### src/rtl/save_state_scheduler.sv
`default_nettype none
// ============================================================================
// save_state_scheduler: frame-aligned save/load arbiter for the save-state engine
// Revision: 1.0
// ============================================================================
module save_state_scheduler #(
  parameter int NUM_SLOTS      = 4,
  parameter int SLOT_BITS      = 2,
  parameter int TIMEOUT_CYCLES = 65535
) (
  input  logic                 clock,
  input  logic                 reset_n,
  input  logic                 frame_boundary,
  input  logic                 btn_save,
  input  logic                 btn_load,
  input  logic [SLOT_BITS-1:0] btn_slot,
  input  logic                 host_req_valid,
  input  logic                 host_req_op,
  input  logic [SLOT_BITS-1:0] host_req_slot,
  output logic                 host_req_ready,
  input  logic                 engine_stall,
  output logic                 begin_save_state,
  output logic                 begin_load_state,
  output logic [SLOT_BITS-1:0] slot_sel,
  output logic                 busy,
  output logic                 done,
  output logic                 error,
  output logic                 resp_owner,
  output logic [NUM_SLOTS-1:0] slot_valid
);

  localparam int CNT_BITS = $clog2(TIMEOUT_CYCLES + 1);
  localparam logic [CNT_BITS-1:0] CNT_LAST = CNT_BITS'(TIMEOUT_CYCLES - 1);

  typedef enum logic [1:0] {
    IDLE       = 2'd0,
    WAIT_FRAME = 2'd1,
    ISSUE      = 2'd2,
    RUN        = 2'd3
  } state_t;

  state_t state, state_next;

  logic                 btn_save_q, btn_load_q;
  logic                 btn_pend, btn_op;
  logic [SLOT_BITS-1:0] btn_pslot;
  logic                 host_pend, host_op;
  logic [SLOT_BITS-1:0] host_pslot;
  logic                 last_grant;  // 1 = host was granted last
  logic                 cur_op;      // 0 = save, 1 = load
  logic [CNT_BITS-1:0]  run_cnt;

  logic                 save_rise, load_rise, btn_capture, host_accept;
  logic                 grant, grant_btn, grant_op, grant_bad;
  logic [SLOT_BITS-1:0] grant_slot;
  logic                 set_begin, set_done, set_error;

  assign save_rise      = btn_save & ~btn_save_q;
  assign load_rise      = btn_load & ~btn_load_q;
  assign btn_capture    = ~btn_pend & (save_rise | load_rise);
  assign host_req_ready = ~host_pend;
  assign host_accept    = host_req_valid & ~host_pend;
  assign busy           = (state != IDLE);

  always_ff @(posedge clock) begin
    if (!reset_n) state <= IDLE;
    else          state <= state_next;
  end

  always_comb begin
    state_next = state;
    grant      = 1'b0;
    grant_btn  = 1'b0;
    grant_op   = 1'b0;
    grant_slot = '0;
    grant_bad  = 1'b0;
    set_begin  = 1'b0;
    set_done   = 1'b0;
    set_error  = 1'b0;
    case (state)
      IDLE: begin
        if (btn_pend | host_pend) begin
          grant      = 1'b1;
          grant_btn  = btn_pend & (~host_pend | last_grant);
          grant_op   = grant_btn ? btn_op : host_op;
          grant_slot = grant_btn ? btn_pslot : host_pslot;
          // Loading an empty slot is rejected without touching the engine
          grant_bad  = grant_op & ~slot_valid[grant_slot];
          if (grant_bad) set_error  = 1'b1;
          else           state_next = WAIT_FRAME;
        end
      end
      WAIT_FRAME: begin
        if (frame_boundary) begin
          set_begin  = 1'b1;
          state_next = ISSUE;
        end
      end
      ISSUE: state_next = RUN;
      RUN: begin
        if (!engine_stall) begin
          set_done   = 1'b1;
          state_next = IDLE;
        end else if (run_cnt == CNT_LAST) begin
          set_error  = 1'b1;
          state_next = IDLE;
        end
      end
      default: state_next = IDLE;
    endcase
  end

  always_ff @(posedge clock) begin
    if (!reset_n) begin
      btn_save_q       <= 1'b0;
      btn_load_q       <= 1'b0;
      btn_pend         <= 1'b0;
      btn_op           <= 1'b0;
      btn_pslot        <= '0;
      host_pend        <= 1'b0;
      host_op          <= 1'b0;
      host_pslot       <= '0;
      last_grant       <= 1'b1;
      cur_op           <= 1'b0;
      slot_sel         <= '0;
      resp_owner       <= 1'b0;
      run_cnt          <= '0;
      begin_save_state <= 1'b0;
      begin_load_state <= 1'b0;
      done             <= 1'b0;
      error            <= 1'b0;
      slot_valid       <= '0;
    end else begin
      btn_save_q <= btn_save;
      btn_load_q <= btn_load;

      // Save takes precedence when both buttons rise together
      if (grant && grant_btn) begin
        btn_pend <= 1'b0;
      end else if (btn_capture) begin
        btn_pend  <= 1'b1;
        btn_op    <= ~save_rise;
        btn_pslot <= btn_slot;
      end

      if (grant && !grant_btn) begin
        host_pend <= 1'b0;
      end else if (host_accept) begin
        host_pend  <= 1'b1;
        host_op    <= host_req_op;
        host_pslot <= host_req_slot;
      end

      if (grant) begin
        last_grant <= ~grant_btn;
        cur_op     <= grant_op;
        slot_sel   <= grant_slot;
        resp_owner <= ~grant_btn;
      end

      if (state == ISSUE)    run_cnt <= '0;
      else if (state == RUN) run_cnt <= run_cnt + 1'b1;

      begin_save_state <= set_begin & ~cur_op;
      begin_load_state <= set_begin & cur_op;
      done             <= set_done;
      error            <= set_error;

      if (set_done && !cur_op) slot_valid[slot_sel] <= 1'b1;
    end
  end

endmodule
`default_nettype wire

### config.mk
export PLATFORM = sky130hd
export DESIGN_NAME = save_state_scheduler
export DESIGN_NICKNAME = d
export VERILOG_FILES = /design/src/rtl/save_state_scheduler.sv
export SDC_FILE = /design/constraint.sdc
export NUM_CORES = 1
export LEC_CHECK = 0
export ABC_AREA = 1
export CAP_MARGIN = 10
export CORE_UTILIZATION = 48
export CTS_BUF_LIST = sky130_fd_sc_hd__clkbuf_8
export CTS_CLUSTER_DIAMETER = 200
export DETAILED_ROUTE_END_ITERATION = 12
export DONT_BUFFER_PORTS = 1
export SYNTH_ARGS = -nofsm -noshare
export SYNTH_HDL_FRONTEND = slang
export SYNTH_SLANG_ARGS = --single-unit
### constraint.sdc
create_clock -name clock -period 3.2 [get_ports clock]
set_input_delay 0.64 -clock clock [delete_from_list [all_inputs] [get_ports clock]]
set_output_delay 0.64 -clock clock [all_outputs]
set_load 0.02 [all_outputs]
# Yosys cells after proc, flatten, opt, wreduce, memory -nomap -nowiden

Cells that the tools add are included.

Register bits: 41
Input bits: 12
Output and inout bits: 13
Logic and storage cells: 97

Add/sub/neg operators: 1
Order comparisons: 3
Equal/unequal tests: 8
Muxes and demuxes: 29
Bitwise logic cells: 23
Reduce and logical (&&, ||, !) cells: 14

Operators with widths:

| cell                    | count |
|---|---|
| $mux W1                 | 17 |
| $add A16 B1 Y16 const B | 1 |
| $eq A16 B16 Y1 const B  | 1 |
| $mux W2                 | 8 |
| $not A1 Y1              | 11 |
| $and A1 B1 Y1           | 8 |
| $pmux W2 S4             | 1 |
| $lt A2 B3 Y1 const B    | 2 |
| $ne A2 B2 Y1 const B    | 3 |
| $reduce_or A2 Y1        | 3 |
| $eq A2 B2 Y1 const B    | 2 |
| $logic_and A1 B1 Y1     | 4 |
| $or A4 B4 Y4            | 1 |
| $reduce_and A2 Y1       | 2 |
| $reduce_and A4 Y1       | 1 |
| $ne A3 B3 Y1 const B    | 1 |
| $or A1 B1 Y1            | 3 |
| $bmux W1 S2             | 1 |
| $demux W1 S2            | 1 |
| $eq A2 B1 Y1 const B    | 1 |
| $ge A2 B1 Y1 const B    | 1 |
| $logic_not A1 Y1        | 2 |
| $logic_not A2 Y1        | 1 |
| $pmux W1 S2             | 1 |
| $reduce_bool A2 Y1      | 1 |

# Longest topological paths before layout

Gate-level depths: netlist of run 1.

Depth after elaboration: 11
Gate-level depth with buffers: 13
Depth with buffers taken out: 13

# Least setup slack after synthesis of run 1

Ideal clock, no wire load.

Path kind: register -> register
Start point: register state[0]
End point: register run_cnt[13]
Library setup time: 122 ps
Data arrival time: 1352 ps
Data required time: 3078 ps
Setup slack: 1726 ps
Cell stages (with the launch flop): 10
Buffers on the path: 1
Period minus slack after synthesis: 1474 ps
Cells stage by stage: dfxtp_1 -> ha_1 -> buf_4 -> nand2_2 -> nor2_4 -> nand3_2 -> nor2_4 -> nand4_2 -> nor3_1 -> nor3_2

Longest elaborated chain between the ends: 2
Elaborated cells on any way between the ends: 3
Classes of those cells: eq/ne (2); reduce/logical (1)

Ends and longest elaborated chain:

| element                           | line | text |
|---|---|---|
| start, declared                   | 42   | `state_t state, state_next;` |
| start signal, assigned            | 67   | `else state <= state_next;` |
| $eq A2 B2 Y1                      | 161  | `if (state == ISSUE) run_cnt <= '0;` |
| $reduce_or A2 Y1 (no source line) | --   |  |
| end signal, assigned              | 162  | `else if (state == RUN) run_cnt <= run_cnt + 1'b1;` |
| end, declared                     | 51   | `logic [CNT_BITS-1:0] run_cnt;` |

Parallel ways exist; a longest one is shown, timed or not.
A chain may end at the register's enable or synchronous reset.

# Final worst setup path of run 1

Start point: register state[1]
End point: output busy

Longest elaborated chain between the ends: 1

Ends and longest elaborated chain:

| element            | line | text |
|---|---|---|
| $reduce_bool A2 Y1 | 63   | `assign busy = (state != IDLE);` |
| end, declared      | 25   | `output logic busy,` |

No other way between the ends.

==> impl_results.md, run 1 <==
- Outcome: finished, final reports clean
- Syn_area_per_cell: 7.52 µm²
- Cell count after synthesis: 249
- Core box area: around 3700 µm²
- Port-buffer cells: 0
- Unrepaired setup endpoints after global routing: false
- Post-layout min period: 1.84 ns
- Drt pass-1 iters: 4
- CP arrival: between 1 and 1.5 ns
- Initial DRC count: 60
- Fin area: ~2000 µm²
- Hold/Removal Path Class: primary input to flip-flop
- Worst-path clk slew: 0.07 ns
- Final Cycle Share: 0.574
- First-pass GRT wire length: slightly below 6000 µm
- Setup Buffers After CTS: 0
- Worst ir drop on vdd: ~470 µV
- Post-Route Skew: between 0.006 and 0.007 ns
- DRC Markers: 0
- Share of layout cells above drive strength 1: 0.103
- Bufs and invs on worst path: 2
- Die height: about 64 µm
- Slew margin rel.: 0.710
- Most frequent cells in the layout: 41 x dfxtp_1, 38 x inv_1, 38 x nand2_1, 27 x nor2_1, 22 x a21oi_1
- Die width: about 64 µm
- Cells along the critical path: inv_1 -> ha_1 -> inv_1
- Max-Cap Viols: 0
- Post-synth EDFFs: 0
- Total Power: roughly 1300 µW
- Worst Path Required: about 2.6 ns
- Slew @ Worst Pin: roughly 0.43 ns
- R2R Setup Slk: 1.43 ns
- Top FF cell, synth: dfxtp_1
- Worst r2r path cells: 8
- Critical R2R Launch: state[1]$_SDFFE_PN0P_
- Synthesis-stage register bit count: 41
- Commonest non-fill, non-tap cell in the layout: dfxtp_1
- Final setup violation count: 0
- Yosys warning count: 0
- Vias per cell: between 5 and 6
- Vias in the first global route: 1389
- CP most frequent cell: inv_1
- I/O pin cnt: 25
- Hold buffer count at CTS: 0
- Async S/R FF share, synth: 0
- R2R Path End: run_cnt[8]$_SDFFE_PP0P_
- Clock Latency Late Sink: about 0.29 ns
- Critical-path top delay cell: dfxtp_1
- Gr ovfl total: 0
- Crit. End Element: primary output
- Worst path top cell family by delay: flip-flops
- Critical path fanouts, max: 5
- Crit path to: busy
- Max Root-Sink Buffers: 2
- P_leak: 0.000823 µW
- Pwr dens: between 600 and 700 nW/µm²
- Crit-path max cell delay: 0.37 ns
- Initial antenna violation count: 0
- Largest net degree at the start of global routing: 16
- Mapped cell area: roughly 1900 µm²
- CTS H-Tree Depth: 2
- Library cells used by synthesis: 27
- Sequential cell area fraction in the yosys report: 0.439
- Crit path depth: 3
- Post-Route Setup TNS: 0 ns
- WHS Path Cells: 1
- Overall Global Routing Usage: 0.189
- Post-Place Cell Area: ~1900 µm²
- CTS root buffer: clkbuf_8
- Clock net sink count: just over 40
- DP HPWL: roughly 2600 µm
- Net Count, Synth: roughly 270
- Detailed Route WL: between 3000 and 4000 µm
- Via count: roughly 1500
- Ant diodes: 0
- Row Count: 22
- CTS tree: built
- Post-DRT Antenna Nets: 0
- Final Max Tran Viols: 0
- Critical path class: flip-flop to primary output
- Initial core utilization: 0.507
- CP Launch Type: flip-flop
- Area Growth Syn to Fin: 6.75%
- TritonCTS buffer count: 5
- Drt wl/cell: 11.3 µm
- Routability Congestion: 0.759
- Crit path from: state[1]$_SDFFE_PN0P_
- CTS resizes: 0
- Max frequency: approximately 540 MHz
- Total die area: just over 4000 µm²
- Net count, final: 270
- Final count of hold timing violations: 0
metal layers:
| metal | wire (µm) | global-route usage | vias up |
|---|---|---|---|
| li1 | - | - | 812 |
| met3 | 152 | 0.0616 | 5 |
| met1 | 1530 | 0.206 | 664 |
| met4 | 64 | 0.0833 | 0 |
| met5 | 0 | 0 | - |
| met2 | 1650 | 0.332 | 20 |
metrics by stage:
stage	hold WS, ns	utilization	std cells	setup WS [ns]
global placement	0.456	0.518	293	1.45
floorplan	0.426	-	249	1.73
global route	0.418	0.542	300	1.20
CTS	0.415	0.542	300	1.34
detailed placement	0.457	0.518	293	1.44
finish	0.422	0.542	300	1.36
cells in the mapped netlist (all sizes together) (2+ instances only):
library cell  count  share of area
nand2            42          0.090
dfxtp            41           0.44
inv              39          0.078
nor2             35          0.089
a21oi            22          0.059
o21ai            17          0.045
nand3            16          0.051
nor3              9          0.029
a31oi             6          0.020
ha                6          0.040
nand4             5          0.020
buf               2         0.0067
clkbuf            2         0.0040
o21a              2         0.0080
xnor2             2         0.0094
sequential cells by signal, indices dropped and copies added, names as in the netlist:
name / flops
btn_save_q: 1
host_op: 1
host_pend: 1
host_pslot: 2
begin_save_state: 1
done: 1
btn_load_q: 1
state: 2
resp_owner: 1
slot_sel: 2
run_cnt: 16
error: 1
begin_load_state: 1
slot_valid: 4
cur_op: 1
btn_pslot: 2
btn_op: 1
btn_pend: 1
last_grant: 1
power by group:
part | leakage [µW] | internal (µW) | switching, µW | total [µW]
clock network | 0.0000485 | 168 | 163 | 331
logic | 0.000440 | 97.6 | 200 | 297
registers | 0.000334 | 569 | 69.7 | 638
total | 0.000823 | 834 | 432 | 1270
cells by family after synthesis:
group           Yosys count  share of synthesized area
simple gates            108                      0.283
flops                    41                      0.439
buf+inv                  43                     0.0889
compound gates           49                      0.140
xor+xnor                  2                    0.00936
fa+ha+maj                 6                     0.0401
worst min-delay path by stage:
| stage | slack (ns) | endpoint | from |
|---|---|---|---|
| after floorplan | 0.43 | begin_save_state$_SDFF_PN0_ | cur_op$_SDFFE_PN0P_ |
| after global placement | 0.46 | begin_load_state$_SDFF_PN0_ | cur_op$_SDFFE_PN0P_ |
| after detailed placement | 0.46 | begin_load_state$_SDFF_PN0_ | cur_op$_SDFFE_PN0P_ |
| after CTS | 0.41 | done$_SDFF_PN0_ | engine_stall |
| after global routing | 0.42 | done$_SDFF_PN0_ | engine_stall |
| final | 0.42 | done$_SDFF_PN0_ | engine_stall |
cell type report:
cell class,count,area (µm²)
inverter,39,146
multi-input combinational,165,885
fill,384,1690
clock inverter,1,3.75
sequential,41,821
clock buffer,6,82.6
tap,48,60.1
(Power assumes the default switching activity.)
==> run 2, diff against run 1 <==
clock period = 1.7 ns   (was 3.2 ns; I/O delays follow)
==> run 2 against run 1 <==
Effect of this change: core utilization rose by 2.0 points; cell area increased by 3.8%; global-route usage rose by 1.4 points; non-clock buffer count up 9; total power rose by 95%; first-iteration DRC count rose by 3.3%; clock power increased by 89%; cell count grew 3.0%; count of clock-buffer cells in the layout is the same; die area stayed put; worst hold slack worse by 0.30 ns.
==> impl_results.md, run 2 (same netlist as run 1, synthesis figures left out) <==
- Total Power: between 2000 and 2500 µW
- Crit-path max cell delay: about 0.36 ns
- Sw Ratio: 0.339
- Worst-path clk slew: about 0.08 ns
- Sequential power share: 0.487
- Net switching power: between 800 and 900 µW
- Port-buffer cells: 0
- Share of layout cells above drive strength 1: 0.142
- Worst r2r path cells: 8
- Worst Path Required: 1.88 ns
- Detailed Route WL: approximately 3700 µm
- Overall Global Routing Usage: 0.203
- Slew margin rel.: 0.715
- CTS root buffer: clkbuf_8
- Final count of hold timing violations: 0
- Largest net degree at the start of global routing: 16
- Unrepaired setup endpoints after global routing: false
- Hold/Removal Path Class: primary input to flip-flop
- Ant diodes: 0
- Post-Route Setup TNS: 0 ns
- Top flop regs: run_cnt: 16 flops, slot_valid: 4 flops
- Critical R2R Launch: state[1]$_SDFFE_PN0P_
- Core box area: ~3700 µm²
- Vias in the first global route: between 1500 and 2000
- Max-Cap Viols: 0
- P_leak: around 0.00087 µW
- Net count, final: 279
- R2R Path End: run_cnt[13]$_SDFFE_PP0P_
- Cells along the critical path: ha_2 -> nand2_2 -> nor2_4 -> nand3_2 -> nor2_4 -> nand4_2 -> nor3_1 -> nor3_2
- Most frequent cells in the layout: 41 x dfxtp_1, 38 x inv_1, 38 x nand2_1, 27 x nor2_1, 22 x a21oi_1
- Slew @ Worst Pin: roughly 0.42 ns
- HP Start: engine_stall
- Max frequency: approximately 640 MHz
- Power share of the clock group: 0.253
- Post-Route Skew: between 0.008 and 0.009 ns
- WHS Path Cells: 1
- FILL cells: ~390
- Vias per cell: around 5.1
- First-pass GRT wire length: about 6400 µm
- Core Util, Final: 0.562
- Commonest non-fill, non-tap cell in the layout: dfxtp_1
- GRT met1 Usage: 0.215
- Pwr dens: between 1000 and 1500 nW/µm²
- GR met2 Demand/Resource: 0.371
- Crit path from: state[1]$_SDFFE_PN0P_
- Row Count: 22
- CP most frequent cell: nor2_4
- Routability Congestion: ~0.84
- DP HPWL: 2790 µm
- Die height: ~64 µm
- CP arrival: between 1.5 and 2 ns
- Final Cycle Share: 0.914
- Combinational Power Share: 0.260
- Gr ovfl total: 0
- DRC Markers: 0
- Total die area: ~4200 µm²
- TritonCTS buffer count: 5
- Clock Latency Late Sink: ~0.29 ns
- Drt pass-1 iters: 4
- Initial DRC count: just over 60
- Crit. End Element: flip-flop
- Critical-path top delay cell: dfxtp_1
- Die width: 64.4 µm
- Grt peak-use layer: met2
- Outcome: finished, final reports clean
- Internal Dissipation: approximately 1600 µW
- Worst ir drop on vdd: between 600 and 700 µV
- CP Launch Type: flip-flop
- Largest register FFs: 16
- Clock net sink count: 41
- Largest Register: run_cnt
- Post-layout min period: around 1.6 ns
- Post-DRT Antenna Nets: 0
- CTS H-Tree Depth: 2
- Final Max Tran Viols: 0
- Met3 GRT Util: 0.0634
- Final setup violation count: 0
- Worst Hold Path EP: done$_SDFF_PN0_
- CTS tree: built
- Critical path fanouts, max: 5
- Drt wl/cell: roughly 12 µm
- Via count: approximately 1600
- Max Root-Sink Buffers: 2
- R2R Setup Slk: 0.15 ns
- Initial antenna violation count: 0
- I/O pin cnt: 25
- Critical path class: flip-flop to flip-flop
- Initial core utilization: 0.507
- Area Growth Syn to Fin: 10.8%
[run 2: cell types whose count changed in the layout (fill, tap and decap cells not counted)]
cell | previous run | this run
buf_4 | 0 | 9
ha_2 | 0 | 1
nor3_2 | 2 | 3
nor3_1 | 7 | 6
ha_1 | 6 | 5
[run 2: critical path: cells and delay by family, from the launching register on]
| family | cells | cell delay [ns] |
|---|---|---|
| adder cells (fa/ha/maj) | 1 | 0.23 |
| flip-flops | 1 | 0.36 |
| AND/OR/NAND/NOR | 7 | 0.86 |
[run 2: cell type report]
type / instances / area [µm²] / share of cell area
multi-input cells: 165 / 892 / 0.430
flip-flops and latches: 41 / 821 / 0.396
inverters: 39 / 146 / 0.0706
clock buffers: 6 / 82.6 / 0.0398
repair buffers: 9 / 67.6 / 0.0326
well taps: 48 / 60.1 / 0.0290
clock inverters: 1 / 3.75 / 0.00181
[run 2: through the flow]
stage	setup WS [ns]	instances	hold slack (ns)	area, µm²
6_report	0.147	309	0.118	2070
3_5_place_dp	0.109	302	0.425	1980
2_1_floorplan	0.226	249	0.419	1870
5_1_grt	0.0250	309	0.108	2070
3_3_place_gp	0.187	302	0.427	1980
4_1_cts	0.0965	309	0.110	2070
[run 2: metal layers]
metal / vias to the layer above / share of wire / wire length (µm)
li1: 828 / - / -
met4: 0 / 0.017 / 64
met5: - / 0 / 0
met2: 22 / 0.51 / 1850
met1: 706 / 0.43 / 1570
met3: 7 / 0.047 / 171
[run 2: worst max path at each step]
stage,endpoint,slack (ns),depth (start not counted)
6_report,run_cnt[13]$_SDFFE_PP0P_,0.15,8
5_1_grt,run_cnt[13]$_SDFFE_PP0P_,0.02,9
2_1_floorplan,run_cnt[13]$_SDFFE_PP0P_,0.23,9
3_5_place_dp,run_cnt[13]$_SDFFE_PP0P_,0.11,8
4_1_cts,run_cnt[13]$_SDFFE_PP0P_,0.1,8
3_3_place_gp,run_cnt[13]$_SDFFE_PP0P_,0.19,8
[run 2: repair_timing]
| item | 4_1_cts | 5_1_grt |
|---|---|---|
| hold buffers | 0 | 0 |
| buffers inserted | 0 | 0 |
| resized for setup | 0 | 2 |
| endpoints found under the hold margin | 0 | 0 |
| endpoints found under the setup margin | 0 | 3 |
[run 2: power groups by stage]
| stage | Clock (µW) | Combinational [µW] | Sequential, µW |
|---|---|---|---|
| after floorplan | 0 | 483 | 1200 |
| after global placement | 0 | 645 | 1220 |
| after detailed placement | 0 | 647 | 1220 |
| after CTS | 647 | 651 | 1200 |
| after global routing | 681 | 748 | 1220 |
| final | 624 | 642 | 1200 |
==> run 3, diff against run 2 <==
CORE_ASPECT_RATIO = 0.5   (was default)
==> run 3 against run 2 <==
Effect of this change: non-clock buffer count shrank 3; worst hold slack improved by 0.0031 ns; flip-flop and latch count unchanged; cell area rose by 1.0%; critical path depth stayed put; global-route usage fell by 1.6 points; clock power increased by 47%; setup slack got worse by 0.029 ns; die area is 0.36% higher; largest cell class unchanged; largest power group unchanged; highest routed layer unchanged.
==> impl_results.md, run 3 (same netlist as run 1, synthesis figures left out) <==
- Share of layout cells above drive strength 1: 0.131
- Top flop regs: run_cnt: 16 flops, slot_valid: 4 flops
- Unrepaired setup endpoints after global routing: false
- Overall Global Routing Usage: 0.187
- Total die area: between 4000 and 5000 µm²
- Finished Layout Cells: just over 300
- Die height: between 40 and 50 µm
- Port-buffer cells: 0
- CTS root buffer: clkbuf_8
- Net count, final: between 200 and 300
- Hold buffer count at CTS: 0
- Most frequent cells in the layout: 41 x dfxtp_1, 38 x nand2_1, 37 x inv_1, 27 x nor2_1, 22 x a21oi_1
- Worst Path Required: about 1.9 ns
- Worst r2r path cells: 8
- CP most frequent cell: nor2_4
- DP HPWL: between 2000 and 3000 µm
- Largest register FFs: 16
- Largest Register: run_cnt
- Vias per cell: roughly 4.8
- Post-layout min period: roughly 1.6 ns
- Commonest non-fill, non-tap cell in the layout: dfxtp_1
- Final hold slack: around 0.12 ns
- DRC Markers: 0
- Post-Route Skew: 0.00768 ns
- Slew @ Worst Pin: about 0.47 ns
- Final Max Tran Viols: 0
- CP Launch Type: flip-flop
- Via count: approximately 1500
- Drt wl/cell: roughly 12 µm
- Area Growth Syn to Fin: 11.9%
- Ant diodes: 0
- Fin area: roughly 2100 µm²
- CTS resizes: 0
- Post-Place Cell Area: 1960 µm²
- Initial core utilization: 0.522
- Dpl cells: 302
- Core box area: about 3600 µm²
- Critical path class: flip-flop to flip-flop
- Clock net sink count: 41
- Die width: 90.3 µm
- I/O pin cnt: 25
- Max Root-Sink Buffers: 2
- Max frequency: approximately 630 MHz
- TritonCTS buffer count: 5
- Clock Latency Late Sink: between 0.2 and 0.3 ns
- CP arrival: 1.75 ns
- Worst path top cell family by delay: simple AND/OR/NAND/NOR gates
- Pwr dens: about 1300 nW/µm²
- Slew margin rel.: 0.687
- Max-Cap Viols: 0
- Largest net degree at the start of global routing: 16
- Placement Setup Slack: around 0.12 ns
- Setup Buffers After CTS: 0
- Crit-path max cell delay: between 0.3 and 0.4 ns
- Crit. End Element: flip-flop
- Cells along the critical path: ha_1 -> nand2_2 -> nor2_4 -> nand3_2 -> nor2_4 -> nand4_2 -> nor3_1 -> nor3_2
- Vias in the first global route: approximately 1300
- FILL cells: between 300 and 400
- Initial DRC count: 45
- Critical path fanouts, max: 5
- CTS H-Tree Depth: 2
- Detailed Route WL: around 3600 µm
- WHS Path Cells: 1
- Worst-path clk slew: 0.08 ns
- CTS tree: built
- Worst ir drop on vdd: slightly below 600 µV
- Drt pass-1 iters: 6
- Post-DRT Antenna Nets: 0
- Hold/Removal Path Class: primary input to flip-flop
- Final Cycle Share: 0.931
- Crit path depth: 8
- Critical-path top delay cell: dfxtp_1
- Routability Congestion: slightly below 0.8
- Initial antenna violation count: 0
- Final count of hold timing violations: 0
- Post-Route Setup TNS: 0 ns
- Final setup margin: about 0.12 ns
- Bufs and invs on worst path: 0
- Final setup violation count: 0
- Outcome: finished, final reports clean
- First-pass GRT wire length: between 5000 and 6000 µm
- Row Count: 15
- Gr ovfl total: 0
- P_leak: just under 0.0009 µW
[run 3: changes by cell type in the layout (fill, tap and decap cells not counted)]
cell       delta
buf_4         -3
bufinv_16     +2
clkbuf_8      -1
clkinv_2      +1
ha_1          +1
ha_2          -1
inv_1         -1
nor3_1        +1
nor3_2        -1
[run 3: final cells by class]
type / instances / area [µm²] / area share
timing repair buffer: 6 / 45.0 / 0.0215
clock inverter: 3 / 65.1 / 0.0311
clock buffer: 5 / 68.8 / 0.0329
multi-input combinational: 165 / 885 / 0.422
inverter: 39 / 146 / 0.0699
tap: 51 / 63.8 / 0.0305
sequential: 41 / 821 / 0.392
[run 3: power breakdown]
group	switching (µW)	internal [µW]
clock	336	583
sequential	133	1070
combinational	389	224
total	858	1880
[run 3: worst paths after layout]
path,startpoint,end,slack (ns)
worst max-delay path,state[1]$_SDFFE_PN0P_,run_cnt[13]$_SDFFE_PP0P_,0.12
worst min register to register,btn_pslot[0]$_SDFFE_PN0P_,btn_pslot[0]$_SDFFE_PN0P_,0.47
worst max register to register,state[1]$_SDFFE_PN0P_,run_cnt[13]$_SDFFE_PP0P_,0.12
worst min-delay path,engine_stall,done$_SDFF_PN0_,0.12
[run 3: routing by layer]
metal  wire length, µm  up-vias  GRT usage  part of all wire
met5                 0        -          0                 0
met1              1900      652      0.240              0.53
met3               132        2     0.0710             0.037
met2              1520       17      0.304              0.43
met4                19        0     0.0484            0.0053
li1                  -      828          -                 -
[run 3: per-stage QoR]
stage / power [µW] / util
floorplan: 1680 / -
global placement: 1830 / 0.547
detailed placement: 1840 / 0.547
CTS: 2760 / 0.584
global route: 2920 / 0.584
finish: 2740 / 0.584
